[src/rtl/regacc_pkg.sv]
// Shared constants for the register-array access sequencer: op codes, FSM states and defaults.
package regacc_pkg;

    localparam int unsigned ADDR_W_DEF = 10;
    localparam int unsigned DATA_W_DEF = 32;
    localparam int unsigned KEY_W      = 16;
    localparam int unsigned CNT_W      = 16;

    localparam logic [KEY_W-1:0] KEY_DEF = 16'h0032;

    localparam logic [1:0] OP_ILL   = 2'b00;
    localparam logic [1:0] OP_READ2 = 2'b01;
    localparam logic [1:0] OP_READM = 2'b10;
    localparam logic [1:0] OP_WRITE = 2'b11;

    typedef enum logic [1:0] {
        ST_IDLE    = 2'd0,
        ST_ISSUE   = 2'd1,
        ST_CAPTURE = 2'd2,
        ST_RESP    = 2'd3
    } state_e;

endpackage

[src/rtl/regfile_access_ctrl.sv]
// One-command-at-a-time sequencer for the 1024x32 register/memory array.
// Optional write key check compiled in with REGACC_KEY_CHECK_EN.
module regfile_access_ctrl
    import regacc_pkg::*;
#(
    parameter int unsigned      ADDR_W = ADDR_W_DEF,
    parameter int unsigned      DATA_W = DATA_W_DEF,
    parameter logic [KEY_W-1:0] KEY    = KEY_DEF
) (
    input  logic              clk,
    input  logic              rst_n,
    input  logic              cmd_valid,
    output logic              cmd_ready,
    input  logic [1:0]        cmd_op,
    input  logic [ADDR_W-1:0] cmd_ra,
    input  logic [ADDR_W-1:0] cmd_rb,
    input  logic [ADDR_W-1:0] cmd_addr,
    input  logic [DATA_W-1:0] cmd_wdata,
    output logic              rsp_valid,
    input  logic              rsp_ready,
    output logic [DATA_W-1:0] rsp_data_a,
    output logic [DATA_W-1:0] rsp_data_b,
    output logic              rsp_err,
    output logic [ADDR_W-1:0] rf_reg1,
    output logic [ADDR_W-1:0] rf_reg2,
    output logic [ADDR_W-1:0] rf_address,
    output logic              rf_read_enable,
    output logic [DATA_W-1:0] rf_write_data,
    input  logic [DATA_W-1:0] rf_read_reg1,
    input  logic [DATA_W-1:0] rf_read_reg2,
    input  logic [DATA_W-1:0] rf_memory_out,
    input  logic [KEY_W-1:0]  rf_key_access,
    output logic [CNT_W-1:0]  wr_count
);

    state_e              state_q, state_d;
    logic [1:0]          op_q, op_d;
    logic                cmd_ready_q, cmd_ready_d;
    logic                rsp_valid_q, rsp_valid_d;
    logic                rsp_err_q, rsp_err_d;
    logic [DATA_W-1:0]   rsp_data_a_q, rsp_data_a_d;
    logic [DATA_W-1:0]   rsp_data_b_q, rsp_data_b_d;
    logic [ADDR_W-1:0]   rf_reg1_q, rf_reg1_d;
    logic [ADDR_W-1:0]   rf_reg2_q, rf_reg2_d;
    logic [ADDR_W-1:0]   rf_address_q, rf_address_d;
    logic                rf_read_enable_q, rf_read_enable_d;
    logic [DATA_W-1:0]   rf_write_data_q, rf_write_data_d;
    logic [CNT_W-1:0]    wr_count_q, wr_count_d;
    logic                key_ok_c;

`ifdef REGACC_KEY_CHECK_EN
    assign key_ok_c = (rf_key_access == KEY);
`else
    logic key_unused_c;
    assign key_ok_c     = 1'b1;
    assign key_unused_c = ^{rf_key_access, KEY};
`endif

    // Array drive is set up on the accept edge so it is already stable throughout ISSUE.
    always_comb begin
        state_d          = state_q;
        op_d             = op_q;
        rsp_valid_d      = rsp_valid_q;
        rsp_err_d        = rsp_err_q;
        rsp_data_a_d     = rsp_data_a_q;
        rsp_data_b_d     = rsp_data_b_q;
        rf_reg1_d        = rf_reg1_q;
        rf_reg2_d        = rf_reg2_q;
        rf_address_d     = rf_address_q;
        rf_write_data_d  = rf_write_data_q;
        rf_read_enable_d = 1'b1;
        wr_count_d       = wr_count_q;

        case (state_q)
            ST_IDLE: begin
                if (cmd_valid && cmd_ready_q) begin
                    state_d = ST_ISSUE;
                    op_d    = cmd_op;
                    case (cmd_op)
                        OP_READ2: begin
                            rf_reg1_d = cmd_ra;
                            rf_reg2_d = cmd_rb;
                        end
                        OP_READM: rf_address_d = cmd_addr;
                        OP_WRITE: begin
                            rf_address_d     = cmd_addr;
                            rf_write_data_d  = cmd_wdata;
                            rf_read_enable_d = ~key_ok_c;
                        end
                        default: ;
                    endcase
                end
            end
            ST_ISSUE: begin
                if (!rf_read_enable_q && (wr_count_q != {CNT_W{1'b1}})) begin
                    wr_count_d = wr_count_q + CNT_W'(1);
                end
                if ((op_q == OP_READ2) || (op_q == OP_READM)) begin
                    state_d = ST_CAPTURE;
                end else begin
                    // A WRITE still holding read_enable high here was rejected by the key check.
                    state_d      = ST_RESP;
                    rsp_valid_d  = 1'b1;
                    rsp_err_d    = (op_q == OP_ILL) || rf_read_enable_q;
                    rsp_data_a_d = '0;
                    rsp_data_b_d = '0;
                end
            end
            ST_CAPTURE: begin
                state_d     = ST_RESP;
                rsp_valid_d = 1'b1;
                rsp_err_d   = 1'b0;
                if (op_q == OP_READ2) begin
                    rsp_data_a_d = rf_read_reg1;
                    rsp_data_b_d = rf_read_reg2;
                end else begin
                    rsp_data_a_d = rf_memory_out;
                    rsp_data_b_d = '0;
                end
            end
            ST_RESP: begin
                if (rsp_ready) begin
                    state_d     = ST_IDLE;
                    rsp_valid_d = 1'b0;
                    rsp_err_d   = 1'b0;
                end
            end
            default: state_d = ST_IDLE;
        endcase

        cmd_ready_d = (state_d == ST_IDLE);
    end

    always_ff @(posedge clk) begin
        if (!rst_n) begin
            state_q          <= ST_IDLE;
            op_q             <= OP_ILL;
            cmd_ready_q      <= 1'b1;
            rsp_valid_q      <= 1'b0;
            rsp_err_q        <= 1'b0;
            rsp_data_a_q     <= '0;
            rsp_data_b_q     <= '0;
            rf_reg1_q        <= '0;
            rf_reg2_q        <= '0;
            rf_address_q     <= '0;
            rf_read_enable_q <= 1'b1;
            rf_write_data_q  <= '0;
            wr_count_q       <= '0;
        end else begin
            state_q          <= state_d;
            op_q             <= op_d;
            cmd_ready_q      <= cmd_ready_d;
            rsp_valid_q      <= rsp_valid_d;
            rsp_err_q        <= rsp_err_d;
            rsp_data_a_q     <= rsp_data_a_d;
            rsp_data_b_q     <= rsp_data_b_d;
            rf_reg1_q        <= rf_reg1_d;
            rf_reg2_q        <= rf_reg2_d;
            rf_address_q     <= rf_address_d;
            rf_read_enable_q <= rf_read_enable_d;
            rf_write_data_q  <= rf_write_data_d;
            wr_count_q       <= wr_count_d;
        end
    end

    assign cmd_ready      = cmd_ready_q;
    assign rsp_valid      = rsp_valid_q;
    assign rsp_err        = rsp_err_q;
    assign rsp_data_a     = rsp_data_a_q;
    assign rsp_data_b     = rsp_data_b_q;
    assign rf_reg1        = rf_reg1_q;
    assign rf_reg2        = rf_reg2_q;
    assign rf_address     = rf_address_q;
    assign rf_read_enable = rf_read_enable_q;
    assign rf_write_data  = rf_write_data_q;
    assign wr_count       = wr_count_q;

endmodule
[config.mk]
export PLATFORM = sky130hd
export DESIGN_NAME = regfile_access_ctrl
export DESIGN_NICKNAME = d
export VERILOG_FILES = /design/src/rtl/regacc_pkg.sv /design/src/rtl/regfile_access_ctrl.sv
export SDC_FILE = /design/constraint.sdc
export NUM_CORES = 1
export LEC_CHECK = 0
export CELL_PAD_IN_SITES_DETAIL_PLACEMENT = 1
export CELL_PAD_IN_SITES_GLOBAL_PLACEMENT = 1
export CORE_ASPECT_RATIO = 0.7
export CORE_MARGIN = 8
export CORE_UTILIZATION = 29
export CTS_CLUSTER_DIAMETER = 80
export DETAILED_ROUTE_END_ITERATION = 10
export GPL_TIMING_DRIVEN = 0
export PLACE_DENSITY = 0.95
export SLEW_MARGIN = 20
export SYNTH_ARGS = -nofsm -noshare
export SYNTH_HDL_FRONTEND = slang
export SYNTH_SLANG_ARGS = --single-unit
[constraint.sdc]
create_clock -name clk -period 4.2 [get_ports clk]
set_clock_uncertainty 0.05 [all_clocks]
set_input_delay 0.63 -clock clk [delete_from_list [all_inputs] [get_ports clk]]
set_output_delay 0.63 -clock clk [all_outputs]
set_load 0.05 [all_outputs]
==> summary.md <==
| Metric | Value |
|---|---|
| Row count | 43 |
| Post-synthesis compound-gate area fraction | 15.28% |
| PostCTS Resize Cnt | 0 |
| Area Growth Syn to Fin | 68.82% |
| Wire per inst | 20.11 um |
| Synthesized area | 0.005814 mm2 |
| Status | completed |
| YS warnings | 0 |
| Final setup violation count | 0 |
| Tot GR Track Use | 19.68% |
| Final ANT Viol Nets | 0 |
| Global-route wire length before repair | 38160 um |
| Initial core utilization | 29.45% |
| CP Buf/Inv Count | 1 |
| Worst setup startpoint | wr_count[4] |
| DRT Pass-1 Iters | 4 |
| Worst path depth | 1 |
| Setup Crit Path Kind | reg2out |
| Met3 Use GR | 7.890% |
| Layer with the highest usage | met2 |
| Seq/Total Area, Yosys | 51.65% |
| ANT cells | 0 |
| H-tree Lvls | 4 |
| Drt first-iter violations | 274 |
| I/O Buffers | 308 |
| GR Overflow Total | 0 |
| Met1 Usage GRT | 21.95% |
| Synth cell types | 37 |
| Adder-cell area share of the yosys netlist | 0.6456% |
| Setup TNS | 0 ps |
| Worst Hold Class | reg2reg |
| Layout cells sized above 1 | 8.656% |
| Multiplexer area fraction after synthesis | 10.16% |
| CP Launch Type | register |
| Relative slew margins | 46.22% |
| Synth Area in Simple Gates | 18.23% |
| Worst-skew pair later-pin latency | 410 ps |
| Commonest non-fill, non-tap cell in the layout | clkdlybuf4s50_1 |
| Most frequent cells in the layout | clkdlybuf4s50_1, dfxtp_1, nor2_1 |
| Min Tclk post-route | 2437 ps |
| Post-DP Area | 0.009235 mm2 |
| CP peak stage delay | 890 ps |
| Static Leak | 3.556 nW |
| Residual DRC | 0 |
| Total Routed Length | 25180 um |
| Crit path capture type | output port |
| XOR/XNOR Fraction of Synth Area | 0.1506% |
| Hold depth | 2 |
| Placer Congestion | 0.8175 |
| Fill cells | 2258 |
| HPWL after DPL | 20290 um |
| CORE AREA | 0.01975 mm2 |
| Slew Limit Fails | 0 |
| FF-to-FF setup slack | 2020 ps |
| Clk sinks | 150 |
| RSZ-0062 raised after global routing | no |
| FF-to-FF Start | op_q[0] |
| Final instance area | 0.009816 mm2 |
| Critical path's slowest cell | clkdlybuf4s50_1 |
| Post-CTS Setup Repair Bufs | 0 |
| Critical Path Fanout Max | 8 |
| Die X | 185.2 um |
| Syn avg cell area | 9.057 um2 |
| Delay-heaviest family, CP | buffers and inverters |
| CP endpoint | wr_count[4] |
| # Max-Cap Violations | 0 |
| CTS tree | built |
| Synthesized instance count | 642 |
| Worst r2r path cells | 6 |
| Io pins | 326 |
| Initial antenna violation count | 0 |
| WP data required | 3520 ps |
| Vias in the first global route | 6669 |
| Vias | 6091 |
| Die Y | 134.5 um |
| Fin util | 49.71% |
| Largest family of logic cells by synthesized area | simple AND/OR/NAND/NOR gates |
| Hold Vio Cnt, Final | 0 |
| Post-CTS Hold Fix Bufs | 0 |
| Pin slew with the least headroom to its limit | 806.7 ps |
| Via density | 4.865 |
| Seq cells post-synth | 150 |
| Largest net degree at the start of global routing | 17 |
| Clock transition at path regs | 70 ps |
| Achievable Freq | 410.3 MHz |
| Maximum vdd drop | 0.2167 mV |
| Power per cell area | 435.2 mW/mm2 |
| Crit path cell chain | clkdlybuf4s50_1 |
| CP arrival | 1760 ps |
| Die area | 0.02491 mm2 |
| Nets | 1152 |
| Number of buffers created by CTS | 17 |
| Worst-case clock buffer depth | 2 |
| Final worst-path cycle share | 58.03% |
| CTS Root Cell | clkbuf_16 |
| FF-to-FF End | rsp_data_a[25] |
| Syn nets | 825 |
| Routing usage on met2 | 34.22% |
[layout make-up]
type                    count  area (um2)  area share, %
plain buffers              48       200.2          2.040
well taps                 270       337.8          3.442
repair buffers            308        3083          31.41
clock inverters            14       141.4          1.440
inverters                   7       26.28         0.2677
clock buffers              18       439.2          4.474
flip-flops and latches    150        3003          30.59
multi-input cells         437        2585          26.34
[metal layers]
layer  share of wire [%]  wire length [um]  vias up
met5                   0                 0        -
met3                 9.4              2365       22
met1                  40             10100     2948
met4                 1.6               401        0
li1                    -                 -     2900
met2                  49             12320      221
[synthesized netlist by cell type]
library cell	instances	area, um2
a21oi_1	58	290.3
a22oi_1	65	488.0
a311oi_1	1	8.760
and2_1	3	18.77
and3_1	3	18.77
and4_1	3	26.28
and4bb_2	1	12.51
buf_2	16	80.08
clkbuf_1	32	120.1
dfxtp_1	150	3003
ha_1	3	37.54
inv_1	6	22.52
inv_2	1	3.750
mux2_2	32	360.4
mux2i_1	23	230.2
nand2_1	90	337.8
nand2_2	1	6.260
nand2b_1	3	18.77
nand3_1	19	95.09
nand3b_1	1	7.510
nand4_1	6	37.54
nand4b_1	2	17.52
nor2_1	91	341.6
nor2b_1	2	12.51
nor3_1	2	10.01
nor3b_1	1	7.510
nor3b_4	1	18.77
nor4_2	1	12.51
o2111ai_1	1	8.760
o21ai_0	7	35.03
o311ai_1	1	8.760
o31ai_1	3	22.52
o32ai_1	1	8.760
o41ai_1	2	17.52
or3_1	6	37.54
or4_1	3	22.52
xnor2_1	1	8.760
[worst min-delay path by stage]
stage                 startpoint                end
2_1_floorplan            op_q[1]            op_q[1]
3_3_place_gp   rf_write_data[26]  rf_write_data[26]
3_5_place_dp    rf_write_data[2]   rf_write_data[2]
4_1_cts        rf_write_data[21]  rf_write_data[21]
5_1_grt        rf_write_data[29]  rf_write_data[29]
6_report       rf_write_data[11]  rf_write_data[11]
[cells by family after synthesis]
family | count (synthesis)
AND/OR/NAND/NOR | 239
buffers and inverters | 55
multiplexers | 55
XOR/XNOR | 1
adder cells (fa/ha/maj) | 3
flip-flops | 150
AO/OA/AOI/OAI | 139
[report_power, final]
| group | internal [W] | leakage [nW] | switching (W) |
|---|---|---|---|
| Clock | 0.000850 | 0.278 | 0.000657 |
| Sequential | 0.00152 | 1.21 | 0.0000573 |
| Combinational | 0.000450 | 2.06 | 0.000739 |
[through the flow]
stage	setup WS (ps)	power [W]	hold WS [ps]	std cells
global route	1668	0.004453	428.4	1252
detailed placement	1599	0.002804	399.3	1220
finish	1763	0.004272	406.5	1252
CTS	1733	0.004321	408.2	1252
floorplan	2096	0.002287	386.3	642
global placement	1617	0.002760	391.2	1220
[flip-flops by register name, indices dropped and copies added, names as in the netlist]
signal / cells
rsp_data_b: 32
rf_reg1: 10
rsp_valid: 1
rf_write_data: 32
rsp_data_a: 32
rf_read_enable: 1
rf_address: 10
op_q: 2
state_q: 2
rf_reg2: 10
cmd_ready: 1
wr_count: 16
rsp_err: 1
Note: power is estimated with default switching activity, not from simulation.
